==> config.mk <==
export PLATFORM = sky130hd
export DESIGN_NAME = result_collector
export DESIGN_NICKNAME = d
export VERILOG_FILES = /design/src/rtl/collector_pkg.sv /design/src/rtl/result_fifo_mem.sv /design/src/rtl/result_collector.sv
export SDC_FILE = /design/constraint.sdc
export NUM_CORES = 1
export LEC_CHECK = 0
export BUFFER_PORTS_ARGS = -buffer_cell sky130_fd_sc_hd__buf_2
export CAP_MARGIN = 20
export CORE_MARGIN = 1
export CORE_UTILIZATION = 50
export CTS_CLUSTER_SIZE = 28
export DETAILED_ROUTE_END_ITERATION = 10
export PLACE_DENSITY = 0.7
export SYNTH_ARGS = -nofsm -noshare
export SYNTH_HDL_FRONTEND = slang
export SYNTH_SLANG_ARGS = --single-unit
export TNS_END_PERCENT = 5
==> constraint.sdc <==
create_clock -name clk -period 3.72 [get_ports clk]
set_input_delay 0.372 -clock clk [delete_from_list [all_inputs] [get_ports clk]]
set_output_delay 0.372 -clock clk [all_outputs]
set_load 0.05 [all_outputs]
==> src/rtl/collector_pkg.sv <==
// Shared types and default widths for the W result collector.
package collector_pkg;

  typedef enum logic [1:0] {
    S_EMPTY = 2'd0,
    S_PART  = 2'd1,
    S_FULL  = 2'd2
  } state_t;

  localparam int DATA_W_DEF = 8;
  localparam int SUM_W_DEF  = 16;

endpackage

==> src/rtl/result_fifo_mem.sv <==
// Result FIFO storage: register array with a synchronous write port and a
// combinational (show-ahead) read port. Contents are never cleared.
module result_fifo_mem #(
  parameter int DATA_W = 8,
  parameter int DEPTH  = 8,
  parameter int AW     = $clog2(DEPTH)
) (
  input  logic              clk,
  input  logic              we,
  input  logic [AW-1:0]     waddr,
  input  logic [DATA_W-1:0] wdata,
  input  logic [AW-1:0]     raddr,
  output logic [DATA_W-1:0] rdata
);

  logic [DATA_W-1:0] mem_r [DEPTH];

  // Write port: capture on an accepted push.
  always_ff @(posedge clk) begin
    if (we) begin
      mem_r[waddr] <= wdata;
    end
  end

  assign rdata = mem_r[raddr];

endmodule

==> src/rtl/result_collector.sv <==
// Sink for t4 W writebacks: buffers results in a FIFO drained over valid/ready
// and keeps running count/saturating-sum/min/max plus a sticky overflow flag.
module result_collector
  import collector_pkg::*;
#(
  parameter int DATA_W = DATA_W_DEF,
  parameter int DEPTH  = 8,
  parameter int SUM_W  = SUM_W_DEF,
  parameter int CNT_W  = 8
) (
  input  logic                       clk,
  input  logic                       rst,
  input  logic                       res_valid,
  input  logic [DATA_W-1:0]          res_data,
  input  logic                       clr_stats,
  output logic                       out_valid,
  input  logic                       out_ready,
  output logic [DATA_W-1:0]          out_data,
  output logic [$clog2(DEPTH):0]     level,
  output logic                       full,
  output logic                       overflow,
  output logic [CNT_W-1:0]           n_seen,
  output logic [SUM_W-1:0]           sum,
  output logic [DATA_W-1:0]          min_v,
  output logic [DATA_W-1:0]          max_v
);

  localparam int AW = $clog2(DEPTH);
  localparam int LW = AW + 1;

  state_t            state_r, state_nx_s;
  logic [AW-1:0]     wr_ptr_r, rd_ptr_r;
  logic [LW-1:0]     level_r;
  logic              push_s, pop_s, drop_s;

  logic              overflow_r, overflow_nx_s;
  logic [CNT_W-1:0]  n_seen_r, n_seen_nx_s, n_base_s;
  logic [SUM_W-1:0]  sum_r, sum_nx_s, sum_base_s;
  logic [DATA_W-1:0] min_r, min_nx_s, min_base_s;
  logic [DATA_W-1:0] max_r, max_nx_s, max_base_s;

  // Clamp at all-ones instead of wrapping; the extra carry bit flags the wrap.
  function automatic logic [SUM_W-1:0] sat_add(input logic [SUM_W-1:0] a,
                                               input logic [DATA_W-1:0] b);
    logic [SUM_W:0] t;
    t = {1'b0, a} + (SUM_W+1)'(b);
    if (t[SUM_W]) begin
      return {SUM_W{1'b1}};
    end else begin
      return t[SUM_W-1:0];
    end
  endfunction

  assign pop_s  = out_valid & out_ready;
  assign push_s = res_valid & (~full | pop_s);
  assign drop_s = res_valid & ~push_s;

  result_fifo_mem #(.DATA_W(DATA_W), .DEPTH(DEPTH), .AW(AW)) u_mem (
    .clk   (clk),
    .we    (push_s),
    .waddr (wr_ptr_r),
    .wdata (res_data),
    .raddr (rd_ptr_r),
    .rdata (out_data)
  );

  // Occupancy state register.
  always_ff @(posedge clk) begin
    if (rst) begin
      state_r <= S_EMPTY;
    end else begin
      state_r <= state_nx_s;
    end
  end

  // Occupancy next-state.
  always_comb begin
    state_nx_s = state_r;
    case (state_r)
      S_EMPTY: begin
        if (push_s) state_nx_s = S_PART;
        else        state_nx_s = S_EMPTY;
      end
      S_PART: begin
        if (push_s && !pop_s && level_r == LW'(DEPTH - 1))   state_nx_s = S_FULL;
        else if (pop_s && !push_s && level_r == LW'(1))      state_nx_s = S_EMPTY;
        else                                                 state_nx_s = S_PART;
      end
      S_FULL: begin
        if (pop_s && !push_s) state_nx_s = S_PART;
        else                  state_nx_s = S_FULL;
      end
      default: state_nx_s = S_EMPTY;
    endcase
  end

  // Occupancy-derived handshake outputs.
  always_comb begin
    out_valid = 1'b0;
    full      = 1'b0;
    case (state_r)
      S_EMPTY: begin out_valid = 1'b0; full = 1'b0; end
      S_PART:  begin out_valid = 1'b1; full = 1'b0; end
      S_FULL:  begin out_valid = 1'b1; full = 1'b1; end
      default: begin out_valid = 1'b0; full = 1'b0; end
    endcase
  end

  // Pointers and level; pointers wrap naturally at DEPTH.
  always_ff @(posedge clk) begin
    if (rst) begin
      wr_ptr_r <= {AW{1'b0}};
      rd_ptr_r <= {AW{1'b0}};
      level_r  <= {LW{1'b0}};
    end else begin
      if (push_s) wr_ptr_r <= wr_ptr_r + AW'(1);
      if (pop_s)  rd_ptr_r <= rd_ptr_r + AW'(1);
      if (push_s && !pop_s)      level_r <= level_r + LW'(1);
      else if (pop_s && !push_s) level_r <= level_r - LW'(1);
    end
  end

  // Stats next values: a clear restarts from reset values, then a same-cycle push applies.
  always_comb begin
    n_base_s   = clr_stats ? {CNT_W{1'b0}}  : n_seen_r;
    sum_base_s = clr_stats ? {SUM_W{1'b0}}  : sum_r;
    min_base_s = clr_stats ? {DATA_W{1'b1}} : min_r;
    max_base_s = clr_stats ? {DATA_W{1'b0}} : max_r;
    if (push_s) begin
      n_seen_nx_s = n_base_s + CNT_W'(1);
      sum_nx_s    = sat_add(sum_base_s, res_data);
      min_nx_s    = (res_data < min_base_s) ? res_data : min_base_s;
      max_nx_s    = (res_data > max_base_s) ? res_data : max_base_s;
    end else begin
      n_seen_nx_s = n_base_s;
      sum_nx_s    = sum_base_s;
      min_nx_s    = min_base_s;
      max_nx_s    = max_base_s;
    end
    if (drop_s) begin
      overflow_nx_s = 1'b1;
    end else if (clr_stats) begin
      overflow_nx_s = 1'b0;
    end else begin
      overflow_nx_s = overflow_r;
    end
  end

  // Stats and overflow registers.
  always_ff @(posedge clk) begin
    if (rst) begin
      n_seen_r   <= {CNT_W{1'b0}};
      sum_r      <= {SUM_W{1'b0}};
      min_r      <= {DATA_W{1'b1}};
      max_r      <= {DATA_W{1'b0}};
      overflow_r <= 1'b0;
    end else begin
      n_seen_r   <= n_seen_nx_s;
      sum_r      <= sum_nx_s;
      min_r      <= min_nx_s;
      max_r      <= max_nx_s;
      overflow_r <= overflow_nx_s;
    end
  end

  assign level    = level_r;
  assign overflow = overflow_r;
  assign n_seen   = n_seen_r;
  assign sum      = sum_r;
  assign min_v    = min_r;
  assign max_v    = max_r;

endmodule

==> results of run 1 <==
==> worst max-delay path by stage <==
stage | cells after the start | from | end
final | 8 | state_r[0] | u_mem.mem_r[7][0]
after global routing | 12 | state_r[0] | state_r[0]
after CTS | 8 | state_r[0] | u_mem.mem_r[7][4]
after detailed placement | 8 | clr_stats | min_v[2]
after global placement | 11 | clr_stats | max_v[7]
after floorplan | 10 | clr_stats | min_v[0]
==> logic make-up (layout without fill, tap and decap cells) <==
logic type / Yosys count / after routing / synth area share
AND/OR/NAND/NOR: 169 / 169 / 0.155
flip-flops: 120 / 120 / 0.520
AO/OA/AOI/OAI: 77 / 77 / 0.0924
buffers and inverters: 37 / 121 / 0.0271
adder cells (fa/ha/maj): 36 / 36 / 0.0782
multiplexers: 36 / 36 / 0.0975
XOR/XNOR: 20 / 20 / 0.0299
==> report_power, final <==
group	internal, mW	switching [mW]
logic	0.149	0.309
clock network	1.04	0.580
registers	1.44	0.0352
total	2.64	0.924
==> cell type report <==
cell class              instances  area [sq um]  share of cell area
multi-input cells             338          2650               0.383
clock inverters                13           155              0.0224
repair buffers                 77           410              0.0593
clock buffers                  18           429              0.0620
inverters                      13          48.8             0.00705
flip-flops and latches        120          3040               0.440
well taps                     143           179              0.0259
==> worst max-delay path, cell delays in order, from the launching register on <==
cell      delay, ns
dfxtp_1        0.36
inv_1          0.07
ha_1           0.25
nand2b_1       0.08
nand2_1        0.05
buf_4          0.19
inv_2          0.37
nand2_1        0.19
nor2_1         0.74
==> flip-flops by register name, indices dropped and copies added (netlist names), named ones only <==
signal	cells
u_mem.mem_r	64
sum	16
max_v	8
min_v	8
n_seen	8
level	4
rd_ptr_r	3
wr_ptr_r	3
state_r	2
overflow	1
==> cells in the final DEF, fill, tap and decap left out, types with 12 or more instances in the layout <==
cell,count
mux4_2,16
clkbuf_16,17
a21oi_1,21
mux2i_1,12
edfxtp_1,64
nor2_1,52
nand2_1,25
nand2b_1,17
buf_2,67
o21ai_0,13
ha_1,35
inv_1,12
nor2b_1,21
nor3_1,20
dfxtp_1,56
==> routing by layer <==
layer	wire length, um	track usage	vias up
li1	-	-	1968
met1	5520	0.288	1988
met2	6270	0.386	126
met3	688	0.0459	13
met4	190	0.0949	0
met5	0	0	-
==> metrics.txt, run 1 <==
Clock Latency Late Sink=0.42 ns; Vias/cell=5.67; total wire length=12.7 mm; CTS tree=done; Max IR drop VDD=483 uV; Fin Hold WS=0.245 ns; root buf cell=clkbuf_16; post-synth cell types=62; Hold Fails Final Rpt=0; number of max-cap violations=0; syn_nets=544; share of cells above drive strength 1=0.256; Non-Filler Instances=722; overall power=3.56 mW; First-pass DRT Iterations=4; RSZ-0062 raised after global routing=no; reg2reg setup slack=1.01 ns; CTS sink count=120; final instance area=6920 sq um; wire length per cell=17.5 um; Primary FF master, synth=edfxtp_1; post-detail-place hpwl=8.19 mm; Slew HR=0.393; Hold-fix buffers, CTS=0; worst hold path startpoint=res_valid; sequential area share after synthesis=0.520; gr usage total=0.229; Max Root-Sink Buffers=2; ys async rst share=0; status=completed; chip height=110 um; Antenna Nets Post-Route=0; fin. max-slew vios=0; area post-placement=6330 sq um; most common cell in the netlist=edfxtp_1; Post-synth EDFFs=64; synthesized cell area=5850 sq um; first-pass GRT wire length=20.3 mm; Ys Warns=0; min-delay worst type=primary input to flip-flop; die area=12,100 sq um; total number of vias=4,095; Final Setup Violations=0; Worst Path Arrival=2.74 ns; crit-path max FO=20; PwrDens=515 nW/um^2; Tmin final=2.71 ns; CTS resizes=0; fin crit share=0.728; Worst Tran Pin Value=0.907 ns; Static Leakage=2.69 nW; reg-to-reg startpoint=state_r[0]; Critical Path Sink Type=flip-flop; synthesized flop and latch total=120; Initial DRC Count=236; syn_area_per_cell=11.8 sq um; PortBufs=67; clk slew on worst S/H paths=0.05 ns; TNS Setup=0 ns; Cells after DPL=691; largest net degree at the start of global routing=41; Critical R2R Capture=u_mem.mem_r[7][0]; Die W=110 um; P&R area growth vs syn=18.2%; WHS Endpoint=overflow; Post-CTS Setup Inserts=0; ant diodes=0; Layout Nets=616; DRC Markers=0; IO Count=68; Worst setup SP type=flip-flop; share of the synthesized area in the top cell type=0.328; GPL Wtd Cong=0.809; Synth area leader=edfxtp_1; Synth area leaders=edfxtp_1, dfxtp_1, ha_1; kind of critical path=flip-flop to flip-flop; critical path data required time=3.75 ns; Clock Skew=0.0226 ns; initial antenna violation count=0; Num CTS Buffers=17; grt ovf=0; Fmax achieved=369 MHz; initial core utilization=0.513; number of global-route vias before repair=4,124; worst slack, placed=0.764 ns; top post-synthesis cells by count=edfxtp_1, dfxtp_1, nor2_1; fillcell total=934; Core Util, Final=0.606; H-tree depth=4; Cell Rows=39; worst setup slack after layout=1.01 ns; Core Area=11,400 sq um; Hold Path Depth=3; Gate Count Post-Synth=495; Worst Reg-to-Reg Cells=8
Power figures use the tool's default switching activity.
==> inputs of run 2 (changes only) <==
--- a/config.mk
+++ b/config.mk
@@ -11,7 +11,7 @@
 export CORE_UTILIZATION = 50
 export CTS_CLUSTER_SIZE = 28
 export DETAILED_ROUTE_END_ITERATION = 10
-export PLACE_DENSITY = 0.7
+export PLACE_DENSITY = 0.73
 export SYNTH_ARGS = -nofsm -noshare
 export SYNTH_HDL_FRONTEND = slang
 export SYNTH_SLANG_ARGS = --single-unit
==> constraint.sdc (replaced) <==
create_clock -name clk -period 2.3 [get_ports clk]
set_input_delay 0.23 -clock clk [delete_from_list [all_inputs] [get_ports clk]]
set_output_delay 0.23 -clock clk [all_outputs]
set_load 0.05 [all_outputs]
==> run 2 against run 1 <==
Effect of this change: largest cell class unchanged; register-to-register slack lost 0.86 ns; via count grew 0.88%; critical endpoint is now out_data[5]; critical path depth shrank 4; count of clock-buffer cells in the layout shrank 1; non-clock buffer count grew 28; first-iteration DRC count shrank 20%; final area grew 3.8%; clock power grew 47%; highest routed layer unchanged.
==> metrics.txt, run 2 (synthesis results as in run 1) <==
status=completed; critical path data required time=2.07 ns; commonest non-fill, non-tap cell in the layout=buf_2; Hold Path Depth=3; Layout Nets=644; Post-CTS Setup Inserts=0; min-delay worst type=primary input to flip-flop; post-detail-place hpwl=8.71 mm; Worst Reg-to-Reg Cells=10; CTS tree=done; Critical Path Sink Type=primary output; Worst Path Arrival=2.01 ns; Max Root-Sink Buffers=2; H-tree depth=4; DRC Markers=0; crit-path max FO=16; GPL Wtd Cong=0.816; reg-to-reg startpoint=sum[0]; P&R area growth vs syn=22.6%; commonest non-fill, non-tap cells in the layout=buf_2, edfxtp_1, dfxtp_1, nor2_1; largest net degree at the start of global routing=48; worst hold path startpoint=res_valid; kind of critical path=flip-flop to primary output; First-pass DRT Iterations=4; fin crit share=0.974; fillcell total=901; number of max-cap violations=0; Num CTS Buffers=17; Static Leakage=2.83 nW; RSZ-0062 raised after global routing=yes; PwrDens=775 nW/um^2; Tmin final=2.24 ns; slowest cell delay on critical path=0.52 ns; Slew HR=0.435; number of global-route vias before repair=4,032; fin. max-slew vios=0; Worst Tran Pin Value=0.848 ns; Initial DRC Count=188; Final Setup Violations=0; Antenna Nets Post-Route=0; total wire length=12.7 mm; CTS sink count=120; Core Area=11,400 sq um; wire length per cell=16.9 um; CP cell instances=buf_12 -> mux4_2 -> mux2_2 -> buf_2; first-pass GRT wire length=20.2 mm; Largest Register=u_mem.mem_r; Clock Skew=0.00655 ns; worst setup slack after layout=0.0600 ns; gr usage total=0.226; PortBufs=67; IO Count=68; Vias/cell=5.50; worst slack, placed=-0.213 ns; Cell Rows=39; reg2reg setup slack=0.15 ns; die area=12,100 sq um; Max IR drop VDD=388 uV; grt ovf=0; worst path bufs/invs=2; initial antenna violation count=0; Core Util, Final=0.629; CP delay by family, top=multiplexers; WHS Endpoint=overflow; Crit-path slowest cell=mux4_2; root buf cell=clkbuf_16; initial core utilization=0.513; total number of vias=4,131; Die W=110 um; Worst setup SP type=flip-flop; Clock Latency Late Sink=0.41 ns; Fmax achieved=446 MHz; Largest register FFs=64; clk slew on worst S/H paths=0.05 ns; Hold Fails Final Rpt=0; ant diodes=0; Critical R2R Capture=sum[14]; share of cells above drive strength 1=0.304; chip height=110 um
## run 2: cell type report
cell class | count | area (sq um) | share of cell area
Sequential cell | 120 | 3050 | 0.424
Multi-Input combinational cell | 338 | 2700 | 0.375
Timing Repair Buffer | 105 | 671 | 0.0934
Clock buffer | 17 | 425 | 0.0593
Tap cell | 143 | 179 | 0.0249
Clock inverter | 15 | 113 | 0.0157
Inverter | 13 | 48.8 | 0.00680
## run 2: worst reg2reg max path, stage by stage, from the launching register on
cell and delay [ns]:
dfxtp_2 0.33, nor2b_1 0.18, ha_1 0.22, fa_2 0.22, a211oi_2 0.08, nor3_2 0.21, o21ai_2 0.10, buf_4 0.15
nor3_4 0.23, a31oi_1 0.12, a311oi_1 0.24
## run 2: stage by stage
stage	power [mW]	TNS [ns]	hold slack (ns)	cells	area (sq um)
floorplan	2.99	-0.233	0.329	495	5890
global placement	3.20	-0.703	0.455	719	6620
detailed placement	3.22	-1.65	0.474	719	6620
CTS	5.60	0	0.0994	751	7150
global route	5.77	-0.0395	0.119	751	7180
finish	5.57	0	0.104	751	7180
## run 2: how the worst max path moves through the flow
stage | slack, ns | end | cells after the start
floorplan | -0.03 | sum[11] | 10
global placement | -0.09 | max_v[6] | 10
detailed placement | -0.21 | max_v[2] | 10
CTS | 0.04 | out_data[5] | 4
global route | -0.04 | sum[14] | 10
finish | 0.06 | out_data[5] | 4
## run 2: where the power goes
part	internal [mW]	switching (mW)	total, mW
clock	1.46	0.926	2.38
combinational	0.279	0.513	0.792
sequential	2.34	0.0541	2.39
## run 2: what timing repair did
item	in CTS	in global routing
gates resized for setup	0	5
hold buffers	0	0
setup endpoints to repair	0	15
## run 2: metal layers
| metal | track usage | vias up | share of wire | wire, um |
|---|---|---|---|---|
| met5 | 0 | - | 0 | 0 |
| met4 | 0.0742 | 0 | 0.012 | 157 |
| met3 | 0.0488 | 15 | 0.046 | 582 |
| met2 | 0.376 | 90 | 0.49 | 6250 |
| met1 | 0.295 | 2000 | 0.45 | 5680 |
| li1 | - | 2026 | - | - |
